File: config.mk
export PLATFORM = sky130hd
export DESIGN_NAME = dither_dpwm_gen
export DESIGN_NICKNAME = d
export VERILOG_FILES = /design/src/rtl/dither_dpwm_gen_pkg.sv /design/src/rtl/dpwm_deadtime.sv /design/src/rtl/dither_dpwm_gen.sv
export SDC_FILE = /design/constraint.sdc
export NUM_CORES = 1
export LEC_CHECK = 0
export ABC_AREA = 0
export BUFFER_PORTS_ARGS = -buffer_cell sky130_fd_sc_hd__buf_2
export CORE_MARGIN = 2
export CORE_UTILIZATION = 55
export CTS_CLUSTER_SIZE = 28
export DETAILED_ROUTE_END_ITERATION = 10
export GPL_ROUTABILITY_DRIVEN = 0
export GPL_TIMING_DRIVEN = 0
export PLACE_DENSITY = 0.8
export RECOVER_POWER = 50
export SYNTH_ARGS = -nofsm -noshare
export SYNTH_HDL_FRONTEND = slang
export SYNTH_HIERARCHICAL = 1
export SYNTH_SLANG_ARGS = --single-unit
export TNS_END_PERCENT = 100
File: constraint.sdc
create_clock -name clk -period 8.47 [get_ports clk]
set_input_delay 0.4235 -clock clk [delete_from_list [all_inputs] [get_ports clk]]
set_output_delay 0.4235 -clock clk [all_outputs]
set_load 0.01 [all_outputs]
File: src/rtl/dither_dpwm_gen_pkg.sv
// Shared definitions for the dithered DPWM: default geometry and the dither-order bit reversal.
package dither_dpwm_gen_pkg;

  localparam int DEF_CNT_W  = 6;
  localparam int DEF_DITH_W = 3;
  localparam int DEF_DT_W   = 4;

  localparam int PERIOD   = 1 << DEF_CNT_W;
  localparam int DCYC     = 1 << DEF_DITH_W;
  localparam int BR_MAX_W = 16;

  // Reverses the low w bits of v; bits at or above w come back as 0.
  function automatic logic [BR_MAX_W-1:0] bitrev(input logic [BR_MAX_W-1:0] v, input int w);
    logic [BR_MAX_W-1:0] rev;
    rev = '0;
    for (int i = 0; i < BR_MAX_W; i++) begin
      for (int j = 0; j < BR_MAX_W; j++) begin
        if (i + j == w - 1) rev[i] = v[j];
      end
    end
    return rev;
  endfunction

endpackage

File: src/rtl/dpwm_deadtime.sv
// Complementary gate drive with counter-based dead time, fed by the look-ahead PWM value
// so hs_out/ls_out are registered in the same cycle as the registered PWM they follow.
module dpwm_deadtime #(
  parameter int DT_W = 4
) (
  input  logic            clk,
  input  logic            rst,
  input  logic            en,
  input  logic            pwm_nxt,
  input  logic [DT_W-1:0] dt,
  output logic            hs_out,
  output logic            ls_out
);

  localparam int            RW    = DT_W + 1;
  localparam logic [RW-1:0] L_SAT = {1'b1, {DT_W{1'b0}}};

  logic          r_lvl;
  logic [RW-1:0] r_run_len;
  logic          r_hs;
  logic          r_ls;
  logic [RW-1:0] w_len_nxt;
  logic          w_gate;

  // Length of the current constant-level run including the coming cycle; 0 means no run yet.
  always_comb begin
    w_len_nxt = '0;
    if (en) begin
      if (pwm_nxt != r_lvl)        w_len_nxt = RW'(1);
      else if (r_run_len == L_SAT) w_len_nxt = L_SAT;
      else                         w_len_nxt = r_run_len + 1'b1;
    end
  end

  assign w_gate = (w_len_nxt > {1'b0, dt});

  always_ff @(posedge clk) begin
    if (rst) begin
      r_lvl     <= 1'b0;
      r_run_len <= '0;
      r_hs      <= 1'b0;
      r_ls      <= 1'b0;
    end else begin
      r_lvl     <= en & pwm_nxt;
      r_run_len <= w_len_nxt;
      r_hs      <= en & pwm_nxt & w_gate;
      r_ls      <= en & ~pwm_nxt & w_gate;
    end
  end

  assign hs_out = r_hs;
  assign ls_out = r_ls;

endmodule

File: src/rtl/dither_dpwm_gen.sv
// Dithered counter-comparator DPWM: MSB field sets the on-time, LSB field adds one cycle in
// bit-reversed dither periods; commands latch at period boundaries; dead time in dpwm_deadtime.
module dither_dpwm_gen
  import dither_dpwm_gen_pkg::*;
#(
  parameter int CNT_W  = $clog2(PERIOD),
  parameter int DITH_W = $clog2(DCYC),
  parameter int DT_W   = DEF_DT_W,
  parameter int DUTY_W = CNT_W + DITH_W
) (
  input  logic              clk,
  input  logic              rst,
  input  logic              en,
  input  logic [DUTY_W-1:0] duty_in,
  input  logic [DT_W-1:0]   dt_in,
  output logic              pwm_raw,
  output logic              hs_out,
  output logic              ls_out,
  output logic              period_start,
  output logic [DITH_W-1:0] dith_idx
);

  localparam logic [CNT_W-1:0] L_CNT_MAX = {CNT_W{1'b1}};

  logic              r_run;
  logic [CNT_W-1:0]  r_cnt;
  logic [DITH_W-1:0] r_idx;
  logic [DUTY_W-1:0] r_duty;
  logic [DT_W-1:0]   r_dt;
  logic              r_pwm;

  logic              w_start;
  logic              w_wrap;
  logic              w_load;
  logic [CNT_W-1:0]  w_cnt_nxt;
  logic [DITH_W-1:0] w_idx_nxt;
  logic [DUTY_W-1:0] w_duty_nxt;
  logic [DT_W-1:0]   w_dt_nxt;
  logic [CNT_W-1:0]  w_msb;
  logic [DITH_W-1:0] w_lsb;
  logic [DITH_W-1:0] w_rev;
  logic              w_extra;
  logic [CNT_W:0]    w_eff;
  logic              w_pwm_nxt;

  // The first enabled edge only arms the generator: counter stays at 0 and the command is
  // taken straight from the inputs, so period 0 already runs with the current command.
  assign w_start   = en & ~r_run;
  assign w_wrap    = en & r_run & (r_cnt == L_CNT_MAX);
  assign w_load    = w_start | w_wrap;

  assign w_cnt_nxt = (en && r_run) ? r_cnt + 1'b1 : '0;
  assign w_idx_nxt = !en ? '0 : (w_wrap ? r_idx + 1'b1 : r_idx);
  assign w_duty_nxt = w_load ? duty_in : r_duty;
  assign w_dt_nxt   = w_load ? dt_in : r_dt;

  // Look-ahead compare: everything below describes the cycle after the coming edge.
  assign w_msb     = w_duty_nxt[DUTY_W-1:DITH_W];
  assign w_lsb     = w_duty_nxt[DITH_W-1:0];
  assign w_rev     = DITH_W'(bitrev(BR_MAX_W'(w_idx_nxt), DITH_W));
  assign w_extra   = (w_rev < w_lsb);
  assign w_eff     = {1'b0, w_msb} + {{CNT_W{1'b0}}, w_extra};
  assign w_pwm_nxt = en & ({1'b0, w_cnt_nxt} < w_eff);

  always_ff @(posedge clk) begin
    if (rst) begin
      r_run  <= 1'b0;
      r_cnt  <= '0;
      r_idx  <= '0;
      r_duty <= '0;
      r_dt   <= '0;
      r_pwm  <= 1'b0;
    end else begin
      r_run <= en;
      r_cnt <= w_cnt_nxt;
      r_idx <= w_idx_nxt;
      r_pwm <= w_pwm_nxt;
      if (w_load) begin
        r_duty <= duty_in;
        r_dt   <= dt_in;
      end
    end
  end

  dpwm_deadtime #(
    .DT_W (DT_W)
  ) u_deadtime (
    .clk     (clk),
    .rst     (rst),
    .en      (en),
    .pwm_nxt (w_pwm_nxt),
    .dt      (w_dt_nxt),
    .hs_out  (hs_out),
    .ls_out  (ls_out)
  );

  assign pwm_raw      = r_pwm;
  assign period_start = r_run & (r_cnt == '0);
  assign dith_idx     = r_idx;

endmodule

==> results.md <==
* CTS tree: yes
* Final hold slack at slightly below 0.4 ns
* CP Data Required Time at between 8 and 9 ns
* Worst Path Max Fanout at 10
* Worst path bufs/invs at 3
* Post-Syn Instances at ~200
* Top cell type's share of synthesized area at 0.3413
* Post-CTS Setup Repair Bufs at 0
* Kind of critical path: in2reg
* RSZ-0062 raised after global routing: no
* Biggest area consumer among synthesized cells: dfxtp_1
* Leakage power at between 0.8 and 0.9 nW
* Via count at 1,455
* Hold crit path type: in2reg
* Vias per std cell at 5.234
* Chip Height at roughly 62 um
* I/O pin cnt at 23
* Count leader, synth: dfxtp_1
* Max Slew Vio Count at 0
* Largest net degree at the start of global routing at 11
* Final WL at 3.414 mm
* Iter 0 DRT Violations at 59
* Setup_tns at 0 ns
* Filler cell count at between 300 and 400
* Post-synth ARST share at 0
* Pwr Total at ~0.30 mW
* PwrDens at between 100 and 150 nW/um2
* Area of the multi-input gates at between 1000 and 1500 um2
* Most frequent CP cell: ha_1
* Row count at 21
* CP top delay family: compound AO/OA/AOI/OAI gates
* GRT overflow at 0
* Initial Util at 0.5669
* Mapped cell area at about 1900 um2
* Worst-margin pin slew at roughly 1 ns
* H-tree depth at 2
* Maximum clock rate at ~150 MHz
* Max cap viols at 0
* Root cell of the clock tree: clkbuf_4
* Critical path capture point type: flip-flop
* Total GRT Usage at 0.1931
* Reg area at 640.6 um2
* First-pass GRT wire length at between 6 and 7 mm
* Per-cell routed wire length at between 10 and 15 um
* Vias in the first global route at approximately 1.5k
* DRT Pass-1 Iters at 4
* Seq/Total Area, Yosys at 0.3413
* Largest stage delay on the critical path at around 0.83 ns
* Area grow syn2layout at 10.33%
* Largest cells by area after synthesis: dfxtp_1, ha_1, nor2_1, mux2i_1, mux2_2
* Final Hold Vio Count at 0
* Seq cells post-synth at 32
* Die area at 3896 um2
* Net Count, Synth at ~240
* Core footprint at between 3000 and 4000 um2
* Clock Tree Buf Depth at 2
* Predominant post-synthesis flop cell: dfxtp_1
* Final routed DRC violation total at 0
* Detail Route Antenna Nets at 0
* Avg Inst Size Synth at between 9 and 10 um2
* Final Skew at about 0.0036 ns
* Dpl ws at between 2 and 2.5 ns
* Clock-pin slew of the registers on the worst-case setup and hold paths at 0.10 ns
* Diodes inserted at 0
* Worst IR Drop VDD at around 0.000098 V
* CTS resizes at 0
* Die W at around 62 um
* Crit path max-delay cell type: o22ai_1
* Hpwl dp at 2.658 mm
* Count of cell types in the netlist at between 40 and 50
* Final setup fails at 0
* Post-synth top cells: dfxtp_1, nor2_1, ha_1
* # port buffers at 22
* Critical Path AT at around 7.1 ns
* Num CTS Buffers at 5
* Final setup margin at ~1.6 ns
* Inst Count DP at 270
* Clock Sinks at 32
* Number of enable flip-flop cells after synthesis at 0
* Min Clock Period, post-route at ~6.8 ns
* Final Cycle Share at 0.8053
* Final std cells w/o fill at 278
* Layout cells sized above 1 at 0.1638
* CP Launch Type: input port
* NumNets Final at approximately 270
* Initial antenna violation count at 0
* Status: finished clean
* Ys Warns at 6
* Slew HR at 0.3511
* # hold bufs at CTS at 0
* Clk_lat worst skew at around 0.32 ns
==> final cells by class <==
class	instances	area share
Buffer	5	0.01450
Clock buffer	6	0.02477
Clock inverter	2	0.004834
Inverter	13	0.02356
Multi-Input combinational cell	152	0.5474
Sequential cell	32	0.3094
Tap cell	46	0.02779
Timing Repair Buffer	22	0.04773
==> routing by layer <==
| metal | track usage | vias to the layer above | part of all wire |
|---|---|---|---|
| met4 | 0.05000 | 0 | 0.0047 |
| met3 | 0.04324 | 2 | 0.026 |
| met1 | 0.2366 | 676 | 0.48 |
| met5 | 0 | - | 0 |
| li1 | - | 757 | - |
| met2 | 0.3414 | 20 | 0.49 |
==> sequential cells by signal (all words and copies together), names as in the netlist <==
signal	flops
r_duty	9
r_cnt	6
u_deadtime/r_lvl	1
r_run	1
u_deadtime/ls_out	1
r_dt	4
dith_idx	3
u_deadtime/r_run_len	5
u_deadtime/hs_out	1
pwm_raw	1
==> layout by cell type, fill, tap and decap left out, drive strengths merged, types with 3 or more instances in the layout <==
cell type	instances
a21oi	4
and2	3
and2b	6
and3	3
buf	15
clkbuf	18
dfxtp	32
ha	18
inv	13
mux2	7
mux2i	8
nand2	11
nand3	9
nand4	6
nor2	24
nor2b	3
nor3	10
o21ai	6
xnor2	8
xor2	8
==> worst min-delay path: stages <==
cell	delay, ns
buf_2	0.11
mux2i_1	0.07
nor2_1	0.07
==> cells by family after synthesis <==
kind of cell	count (synthesis)	share of synthesized area
and+or+nand+nor	82	0.2373
DFF	32	0.3413
AOI/OAI and AO/OA	21	0.09400
buffers and inverters	18	0.04400
adders and majority gates	18	0.1200
xor gates and xnor gates	16	0.07867
muxes	15	0.08467
==> stage by stage <==
step	util	cell area (um2)
after floorplan	-	1877
after detailed placement	0.6175	2044
final	0.6255	2071
after CTS	0.6361	2106
after global routing	0.6255	2071
after global placement	0.6175	2044
==> power breakdown <==
part           total, mW  internal [mW]  switching (mW)
Combinational     0.0474         0.0215          0.0260
Sequential         0.159          0.156         0.00283
Clock             0.0902         0.0395          0.0507
==> worst paths after layout <==
kind	depth (start not counted)	endpoint	slack, ns	startpoint
worst min register to register	2	dith_idx[2]$_SDFF_PP0_	0.51	dith_idx[2]$_SDFF_PP0_
worst min-delay path	3	r_duty[8]$_SDFF_PP0_	0.39	duty_in[8]
worst max-delay path	27	u_deadtime/ls_out$_SDFF_PP0_	1.65	en
worst max register to register	26	u_deadtime/ls_out$_SDFF_PP0_	1.90	r_cnt[0]$_SDFF_PP0_
Power figures use the tool's default switching activity.
